--- src/rtl/ctrl_pkg.sv ---
// ============================================================================
// ctrl_pkg : shared control-bundle layout, bubble and forwarding encodings
// Revision : 1.0
// ============================================================================
`default_nettype none

package ctrl_pkg;

   localparam int REG_ADDR_W = 5;
   localparam int CTRL_W     = 10;

   // Bundle layout {jump[1:0], branch, mem_read, mem_to_reg, alu_op[1:0], mem_write, alu_src, reg_write}
   localparam int CTRL_REG_WRITE  = 0;
   localparam int CTRL_ALU_SRC    = 1;
   localparam int CTRL_MEM_WRITE  = 2;
   localparam int CTRL_ALU_OP_LO  = 3;
   localparam int CTRL_ALU_OP_HI  = 4;
   localparam int CTRL_MEM_TO_REG = 5;
   localparam int CTRL_MEM_READ   = 6;
   localparam int CTRL_BRANCH     = 7;
   localparam int CTRL_JUMP_LO    = 8;
   localparam int CTRL_JUMP_HI    = 9;

   typedef logic [CTRL_W-1:0]     ctrl_t;
   typedef logic [REG_ADDR_W-1:0] reg_addr_t;
   typedef logic [1:0]            fwd_t;

   typedef struct packed {
      ctrl_t     ctrl;
      reg_addr_t rd;
      reg_addr_t rs1;
      reg_addr_t rs2;
   } stage_t;

   localparam stage_t BUBBLE = '0;

   localparam fwd_t FWD_REG = 2'b00;
   localparam fwd_t FWD_MEM = 2'b10;
   localparam fwd_t FWD_WB  = 2'b01;

   // Youngest producer wins; x0 is hard-wired zero and never forwarded.
   function automatic fwd_t fwd_sel(input logic      mem_wr,
                                    input reg_addr_t mem_rd,
                                    input logic      wb_wr,
                                    input reg_addr_t wb_rd,
                                    input reg_addr_t src);
      if (mem_wr && (mem_rd != '0) && (mem_rd == src))
         return FWD_MEM;
      else if (wb_wr && (wb_rd != '0) && (wb_rd == src))
         return FWD_WB;
      else
         return FWD_REG;
   endfunction

endpackage

`default_nettype wire

--- src/rtl/ctrl_pipe_hazard_fwd_unit.sv ---
// ============================================================================
// hazard_fwd_unit : combinational load-use stall, redirect flush, EX forwarding
// Revision        : 1.0
// ============================================================================
`default_nettype none

module hazard_fwd_unit
   import ctrl_pkg::*;
(
   input  logic      reset,
   input  logic      id_valid,
   input  reg_addr_t id_rs1,
   input  reg_addr_t id_rs2,
   input  logic      id_use_rs1,
   input  logic      id_use_rs2,
   input  logic      ex_redirect,
   input  logic      ex_mem_read,
   input  reg_addr_t ex_rd,
   input  reg_addr_t ex_rs1,
   input  reg_addr_t ex_rs2,
   input  logic      mem_reg_write,
   input  reg_addr_t mem_rd,
   input  logic      wb_reg_write,
   input  reg_addr_t wb_rd,
   output logic      stall,
   output logic      flush,
   output logic      pc_write,
   output logic      if_id_write,
   output logic      if_id_flush,
   output fwd_t      forward_a,
   output fwd_t      forward_b
);

   logic rs_hit;

   always_comb begin
      rs_hit = (id_use_rs1 && (id_rs1 == ex_rd)) || (id_use_rs2 && (id_rs2 == ex_rd));
      stall  = !reset && id_valid && ex_mem_read && (ex_rd != '0) && rs_hit;
      flush  = !reset && ex_redirect;

      // A redirect discards the stalled wrong-path ID instruction, so it overrides the stall.
      pc_write    = !reset && (flush || !stall);
      if_id_write = !reset && (flush || !stall);
      if_id_flush = flush;

      forward_a = FWD_REG;
      forward_b = FWD_REG;
      if (!reset) begin
         forward_a = fwd_sel(mem_reg_write, mem_rd, wb_reg_write, wb_rd, ex_rs1);
         forward_b = fwd_sel(mem_reg_write, mem_rd, wb_reg_write, wb_rd, ex_rs2);
      end
   end

endmodule

`default_nettype wire

--- src/rtl/ctrl_pipe.sv ---
// ============================================================================
// ctrl_pipe : carries the decoded control bundle through EX/MEM/WB registers
// Revision  : 1.0
// ============================================================================
`default_nettype none

module ctrl_pipe
   import ctrl_pkg::*;
(
   input  logic                  clk,
   input  logic                  reset,
   input  logic [CTRL_W-1:0]     id_ctrl,
   input  logic                  id_valid,
   input  logic [REG_ADDR_W-1:0] id_rs1,
   input  logic [REG_ADDR_W-1:0] id_rs2,
   input  logic [REG_ADDR_W-1:0] id_rd,
   input  logic                  id_use_rs1,
   input  logic                  id_use_rs2,
   input  logic                  ex_redirect,
   output logic [CTRL_W-1:0]     ex_ctrl,
   output logic [CTRL_W-1:0]     mem_ctrl,
   output logic [CTRL_W-1:0]     wb_ctrl,
   output logic [REG_ADDR_W-1:0] ex_rd,
   output logic [REG_ADDR_W-1:0] mem_rd,
   output logic [REG_ADDR_W-1:0] wb_rd,
   output logic [REG_ADDR_W-1:0] ex_rs1,
   output logic [REG_ADDR_W-1:0] ex_rs2,
   output logic                  pc_write,
   output logic                  if_id_write,
   output logic                  if_id_flush,
   output logic [1:0]            forward_a,
   output logic [1:0]            forward_b
);

   stage_t ex_stage;
   stage_t mem_stage;
   stage_t wb_stage;
   stage_t id_stage;
   logic   stall;
   logic   flush;
   logic   ex_take;

   hazard_fwd_unit u_hazard_fwd (
      .reset         (reset),
      .id_valid      (id_valid),
      .id_rs1        (id_rs1),
      .id_rs2        (id_rs2),
      .id_use_rs1    (id_use_rs1),
      .id_use_rs2    (id_use_rs2),
      .ex_redirect   (ex_redirect),
      .ex_mem_read   (ex_stage.ctrl[CTRL_MEM_READ]),
      .ex_rd         (ex_stage.rd),
      .ex_rs1        (ex_stage.rs1),
      .ex_rs2        (ex_stage.rs2),
      .mem_reg_write (mem_stage.ctrl[CTRL_REG_WRITE]),
      .mem_rd        (mem_stage.rd),
      .wb_reg_write  (wb_stage.ctrl[CTRL_REG_WRITE]),
      .wb_rd         (wb_stage.rd),
      .stall         (stall),
      .flush         (flush),
      .pc_write      (pc_write),
      .if_id_write   (if_id_write),
      .if_id_flush   (if_id_flush),
      .forward_a     (forward_a),
      .forward_b     (forward_b)
   );

   assign id_stage = '{ctrl: id_ctrl, rd: id_rd, rs1: id_rs1, rs2: id_rs2};
   assign ex_take  = id_valid && !stall && !flush;

   // EX/MEM/WB never stall; only the EX input is replaced by a bubble.
   always_ff @(posedge clk) begin
      if (reset) begin
         ex_stage  <= BUBBLE;
         mem_stage <= BUBBLE;
         wb_stage  <= BUBBLE;
      end else begin
         ex_stage  <= ex_take ? id_stage : BUBBLE;
         mem_stage <= ex_stage;
         wb_stage  <= mem_stage;
      end
   end

   assign ex_ctrl  = ex_stage.ctrl;
   assign ex_rd    = ex_stage.rd;
   assign ex_rs1   = ex_stage.rs1;
   assign ex_rs2   = ex_stage.rs2;
   assign mem_ctrl = mem_stage.ctrl;
   assign mem_rd   = mem_stage.rd;
   assign wb_ctrl  = wb_stage.ctrl;
   assign wb_rd    = wb_stage.rd;

endmodule

`default_nettype wire

--- config.mk ---
export PLATFORM = sky130hd
export DESIGN_NAME = ctrl_pipe
export DESIGN_NICKNAME = d
export VERILOG_FILES = /design/src/rtl/ctrl_pkg.sv /design/src/rtl/ctrl_pipe_hazard_fwd_unit.sv /design/src/rtl/ctrl_pipe.sv
export SDC_FILE = /design/constraint.sdc
export NUM_CORES = 1
export LEC_CHECK = 0
export CORE_MARGIN = 3
export CORE_UTILIZATION = 45
export CTS_CLUSTER_SIZE = 30
export DETAILED_ROUTE_END_ITERATION = 6
export HOLD_SLACK_MARGIN = 0.06
export PLACE_DENSITY = 0.87
export SLEW_MARGIN = 5
export SYNTH_ARGS = -nofsm -noshare
export SYNTH_HDL_FRONTEND = slang
export SYNTH_SLANG_ARGS = --single-unit
--- constraint.sdc ---
create_clock -name clk -period 3.25 [get_ports clk]
set_input_delay 0.975 -clock clk [delete_from_list [all_inputs] [get_ports clk]]
set_output_delay 0.975 -clock clk [all_outputs]
set_load 0.02 [all_outputs]
# --- Word level (Yosys, flattened, before mapping) ---
# Index checks and enable logic that the tools add are counted.
op_classes:
  eq_ne: 6
  mux: 6
  n_bitwise: 1
  n_reduce_logical: 25
ops:
  columns: ["cell", "count"]
  rows:
  - ["== test 5 bit", 6]
  - ["logical AND 1 bit", 16]
  - ["nonzero test 5 bit", 3]
  - ["two-way mux 2 bit", 4]
  - ["zero test 1 bit", 3]
  - ["logical OR 1 bit", 2]
  - ["two-way mux 1 bit", 2]
  - ["OR reduction 2 bit", 1]
  - ["inverter 1 bit", 1]
word_totals:
  reg_bits: 55
  inputBits: 31

# --- Longest topological paths before layout ---
logic_depth:
  ltp_word: 10
  depth_mapped: 5

# --- Modules after synthesis ---
# Synthesis repeated with hierarchy kept, for this count alone.
hier_totals:
  cells_unflattened: 175
  area_unflattened_um2: 1971.9
modules_own_cells:
  columns: ["module", "n_inst", "cells_per_inst", "area_per_inst_um2", "seq_area_each_um2"]
  rows:
  - ["ctrl_pipe", 1, 116, 1512.7, 1101.1]
  - ["hazard_fwd_unit", 1, 59, 459.2, 0.0]

# --- Worst setup path before layout ---
# OpenSTA, ideal clock, no wires.
synth_timing:
  path_type: "input port to output port"
  startpoint: "input reset"
  endpoint: "output forward_a[0]"
  t_arrival_ps: 2055
  required_ps: 2275
  path_slack_ps: 220
  stages: 4
  n_path_buf: 0
  cell_sequence: "nor2b_1 -> o21ai_1 -> or4_1 -> nor4_2"
synth_via:
  elab_chain_cells: 1
synth_rtl:
  columns: ["element", "line_no", "rtl"]
  rows:
  - ["start, declared", "ctrl_pipe.sv:11", "input logic reset,"]
  - ["two-way mux 2 bit", "ctrl_pipe_hazard_fwd_unit.sv:48", "if (!reset) begin"]
  - ["end, declared", "ctrl_pipe.sv:31", "output logic [1:0] forward_a,"]
# Every way passes these cells.

# --- Worst setup path in the final report ---
layout_timing:
  startpoint: "input id_rs2[0]"
  endpoint: "output if_id_write"
layout_via:
  elab_chain_cells: 7
layout_rtl:
  columns: ["element", "line_no", "rtl"]
  rows:
  - ["start, declared", "ctrl_pipe.sv:15", "input logic [REG_ADDR_W-1:0] id_rs2,"]
  - ["== test 5 bit", "ctrl_pipe_hazard_fwd_unit.sv:37", "rs_hit = (id_use_rs1 && (id_rs1 == ex_rd)) || (id_use_rs2 && (id_rs2 == ex_rd));"]
  - ["logical AND 1 bit", "ctrl_pipe_hazard_fwd_unit.sv:37", null]
  - ["logical OR 1 bit", "ctrl_pipe_hazard_fwd_unit.sv:37", null]
  - ["logical AND 1 bit", "ctrl_pipe_hazard_fwd_unit.sv:38", "stall = !reset && id_valid && ex_mem_read && (ex_rd != '0) && rs_hit;"]
  - ["zero test 1 bit", "ctrl_pipe_hazard_fwd_unit.sv:43", "if_id_write = !reset && (flush || !stall);"]
  - ["logical OR 1 bit", "ctrl_pipe_hazard_fwd_unit.sv:43", null]
  - ["logical AND 1 bit", "ctrl_pipe_hazard_fwd_unit.sv:43", null]
  - ["end, declared", "ctrl_pipe.sv:29", "output logic if_id_write,"]
# Every way passes these cells.

==> results.md <==
* Post-synth EDFFs at 0
* Critical path's top delay family: buffers and inverters
* Post-synthesis xor/xnor area fraction at 12.14%
* Max_cap viols at 0
* Worst Tran Pin Value at 0.4027 ns
* DRC Markers at 0
* Clk buf depth at 2
* Worst Path Class, Setup: input port to output port
* #FFs+latches synth at 55
* Die H at 75.36 um
* PwrDens at 394.1 mW/mm2
* Post-synthesis mux area share at 0%
* Crit Path Max Fanout at 2
* Setup Viol. Count Final at 0
* Switch share at 26.37%
* Seq pwr share at 55.3%
* Dpl hpwl at 4128 um
* Worst setup SP type: input port
* Die X-Extent at 75.36 um
* Slowest cell delay on critical path at 0.50 ns
* Buf+Inv Stages, Crit Path at 2
* Leakage power total at 0.001285 uW
* Tot Pwr at 1265 uW
* Cell area after synthesis at 0.002165 mm2
* Antenna Cells at 0
* Cell row count at 24
* DRT Wirelength at 5505 um
* Vias per std cell at 5.028
* IO Pins at 93
* DRT antenna net count at 0
* Cell count after placement at 344
* Crit. End Element: output port
* Skew-Pair Late Insertion Delay at 0.32 ns
* Post-synthesis compound-gate area fraction at 11.21%
* Clock root cell: clkbuf_8
* Clock skew at 0.008256 ns
* F_max at 314.9 MHz
* Final WS setup at 0.07391 ns
* Drt pass-1 iters at 4
* Sw power at 333.6 uW
* Mapped Nets at 241
* Part of the power in the clock network at 32.5%
* Post-Layout Cell Count at 352
* First-pass GRT wire length at 8418 um
* CP required at 2.27 ns
* Reg clk slew, reported paths at 0.11 ns
* Fin. Hold Viols at 0
* Number of hold buffers added after CTS at 0
* Critical path data arrival time at 2.20 ns
* Pre-CTS WS at -0.7410 ns
* Reg2reg setup slack at 1.59 ns
* Tot GR Track Use at 19.97%
* Crit path time final at 3.176 ns
* Register area share after synthesis at 50.87%
* Pint at 931.6 uW
* Combinational family with the most area after synthesis: simple AND/OR/NAND/NOR gates
* Outcome: completed
* Cell taking the most area after synthesis: dfxtp_1
* Yosys top cell area share at 50.87%
* Initial core utilization at 48.06%
* Die area at 0.005678 mm2
* Initial DRC count at 103
* TNS Setup at 0 ns
* RSZ-0062 raised after global routing: false
* Post-Synthesis Cells at 210
* Clock tree sinks at 55
* Gr ovfl total at 0
* Vias in the first global route at 1703
* Dominant cells by area after synthesis: dfxtp_1 51%, nor2b_1 9.2%, a21oi_2 8.1%, xnor2_1 8.1%, nand3_1 6.2%
* Most frequent cells after synthesis: 55 x dfxtp_1, 32 x nor2b_1, 27 x nand3_1
* Final hold slack at 0.4683 ns
* Placer Congestion at 0.8030
* PortBufs at 92
* Fin. max-slew vios at 0
* Buffer count from post-CTS setup fixing at 0
* Critical Path, Cell by Cell: clkdlybuf4s50_1 -> xnor2_1 -> nand4_1 -> o22ai_2 -> a31oi_2 -> buf_4
* Num CTS Buffers at 5
* Final nets at 330
* Area delta synth->final at 48.32%
* Peak VDD IR at 0.2486 mV
* Area of the core at 0.004504 mm2
* Main synth FF type: dfxtp_1
* Largest net degree at the start of global routing at 36
* Worst slew margin at 73.15%
* Unique cell type count in the Yosys netlist at 25
* Mean Syn Cell Area at 10.31 um2
* Comb pwr share at 12.3%
* DR WL/cell at 15.64 um
* DR vias at 1770
* Adder-cell share of the synthesized area at 0%
* Asr flop ratio synth at 0%
* CTS tree: yes
* Initial antenna violation count at 0
* Fill cell count at 358
* Top-count cell post-synth: dfxtp_1
* Ratio of cells with drive above 1 in the final layout at 15.33%
* Fin crit share at 97.73%
* Synth Area in Simple Gates at 20.81%
* H-tree depth at 2
* Warnings from Yosys at 0
* CP max-delay cell: clkdlybuf4s50_1
* Min-delay worst type: flop to flop
## power by group through the flow
| stage | Sequential [uW] | Combinational [uW] | Clock [uW] |
|---|---|---|---|
| 2_1_floorplan | 728 | 58.9 | 0 |
| 3_3_place_gp | 715 | 154 | 0 |
| 3_5_place_dp | 715 | 157 | 0 |
| 4_1_cts | 700 | 156 | 415 |
| 5_1_grt | 702 | 165 | 437 |
| 6_report | 700 | 155 | 411 |
## stage by stage
step / area (um2) / utilization (%)
5_1_grt: 3211 / 71.28
3_3_place_gp: 3099 / 68.81
6_report: 3211 / 71.28
4_1_cts: 3188 / 70.78
2_1_floorplan: 2165 / -
3_5_place_dp: 3099 / 68.81
## flip-flops by register name, indices dropped and copies added (netlist names)
signal    flops
ex_rd         5
ex_rs2        5
ex_ctrl      10
wb_ctrl      10
mem_ctrl     10
mem_rd        5
ex_rs1        5
wb_rd         5
## logic make-up after synthesis
family / count (synthesis)
AND/OR/NAND/NOR: 77
flip-flops: 55
AO/OA/AOI/OAI: 30
XOR/XNOR: 30
buffers and inverters: 18
## cell type report
cell class / count / area [um2] / area share, %
clock buffers: 5 / 68.82 / 2.143
clock inverters: 3 / 33.78 / 1.052
inverters: 1 / 3.754 / 0.1169
repair buffers: 99 / 975.9 / 30.40
well taps: 52 / 65.06 / 2.026
multi-input cells: 137 / 962.2 / 29.97
flip-flops and latches: 55 / 1101 / 34.29
## timing repair
action / in CTS / in global routing
setup endpoints to repair: 7 / 3
pin swaps: 4 / 6
gates resized for setup: 28 / 9
## layout by cell type, fill, tap and decap left out, types with 2 or more instances in the layout
| cell | instances |
|---|---|
| clkdlybuf4s50_1 | 77 |
| dfxtp_1 | 55 |
| nor2b_1 | 32 |
| nand3_1 | 27 |
| xnor2_1 | 20 |
| a21oi_2 | 20 |
| xor2_1 | 10 |
| buf_4 | 10 |
| dlymetal6s2s_1 | 7 |
| a21oi_1 | 5 |
| clkbuf_8 | 5 |
| or4_1 | 4 |
| nand2_1 | 4 |
| dlygate4sd2_1 | 3 |
| nor3_1 | 2 |
| nor4_2 | 2 |
| nand4_1 | 2 |
| nor4_1 | 2 |
## worst reg2reg max path, stage by stage, from the launching register on
cell and delay, ns:
dfxtp_1 0.38, or3_1 0.39, o311a_1 0.34, buf_4 0.27, a21oi_1 0.21
## metal layers
layer / GRT usage [%] / part of all wire (%) / up-vias
met3: 4.749 / 5.6 / 7
li1: - / - / 877
met1: 23.86 / 42 / 818
met2: 35.19 / 51 / 68
met5: 0 / 0 / -
met4: 6.602 / 1.7 / 0
## path summary, 6_finish.rpt
check	from	endpoint	cells after the start
setup / recovery	id_rs2[0]	if_id_write	6
hold / removal	ex_ctrl[3]	mem_ctrl[3]	1
hold reg to reg	ex_ctrl[3]	mem_ctrl[3]	1
setup reg to reg	ex_rd[0]	ex_rs2[2]	4
Power figures use the tool's default switching activity.
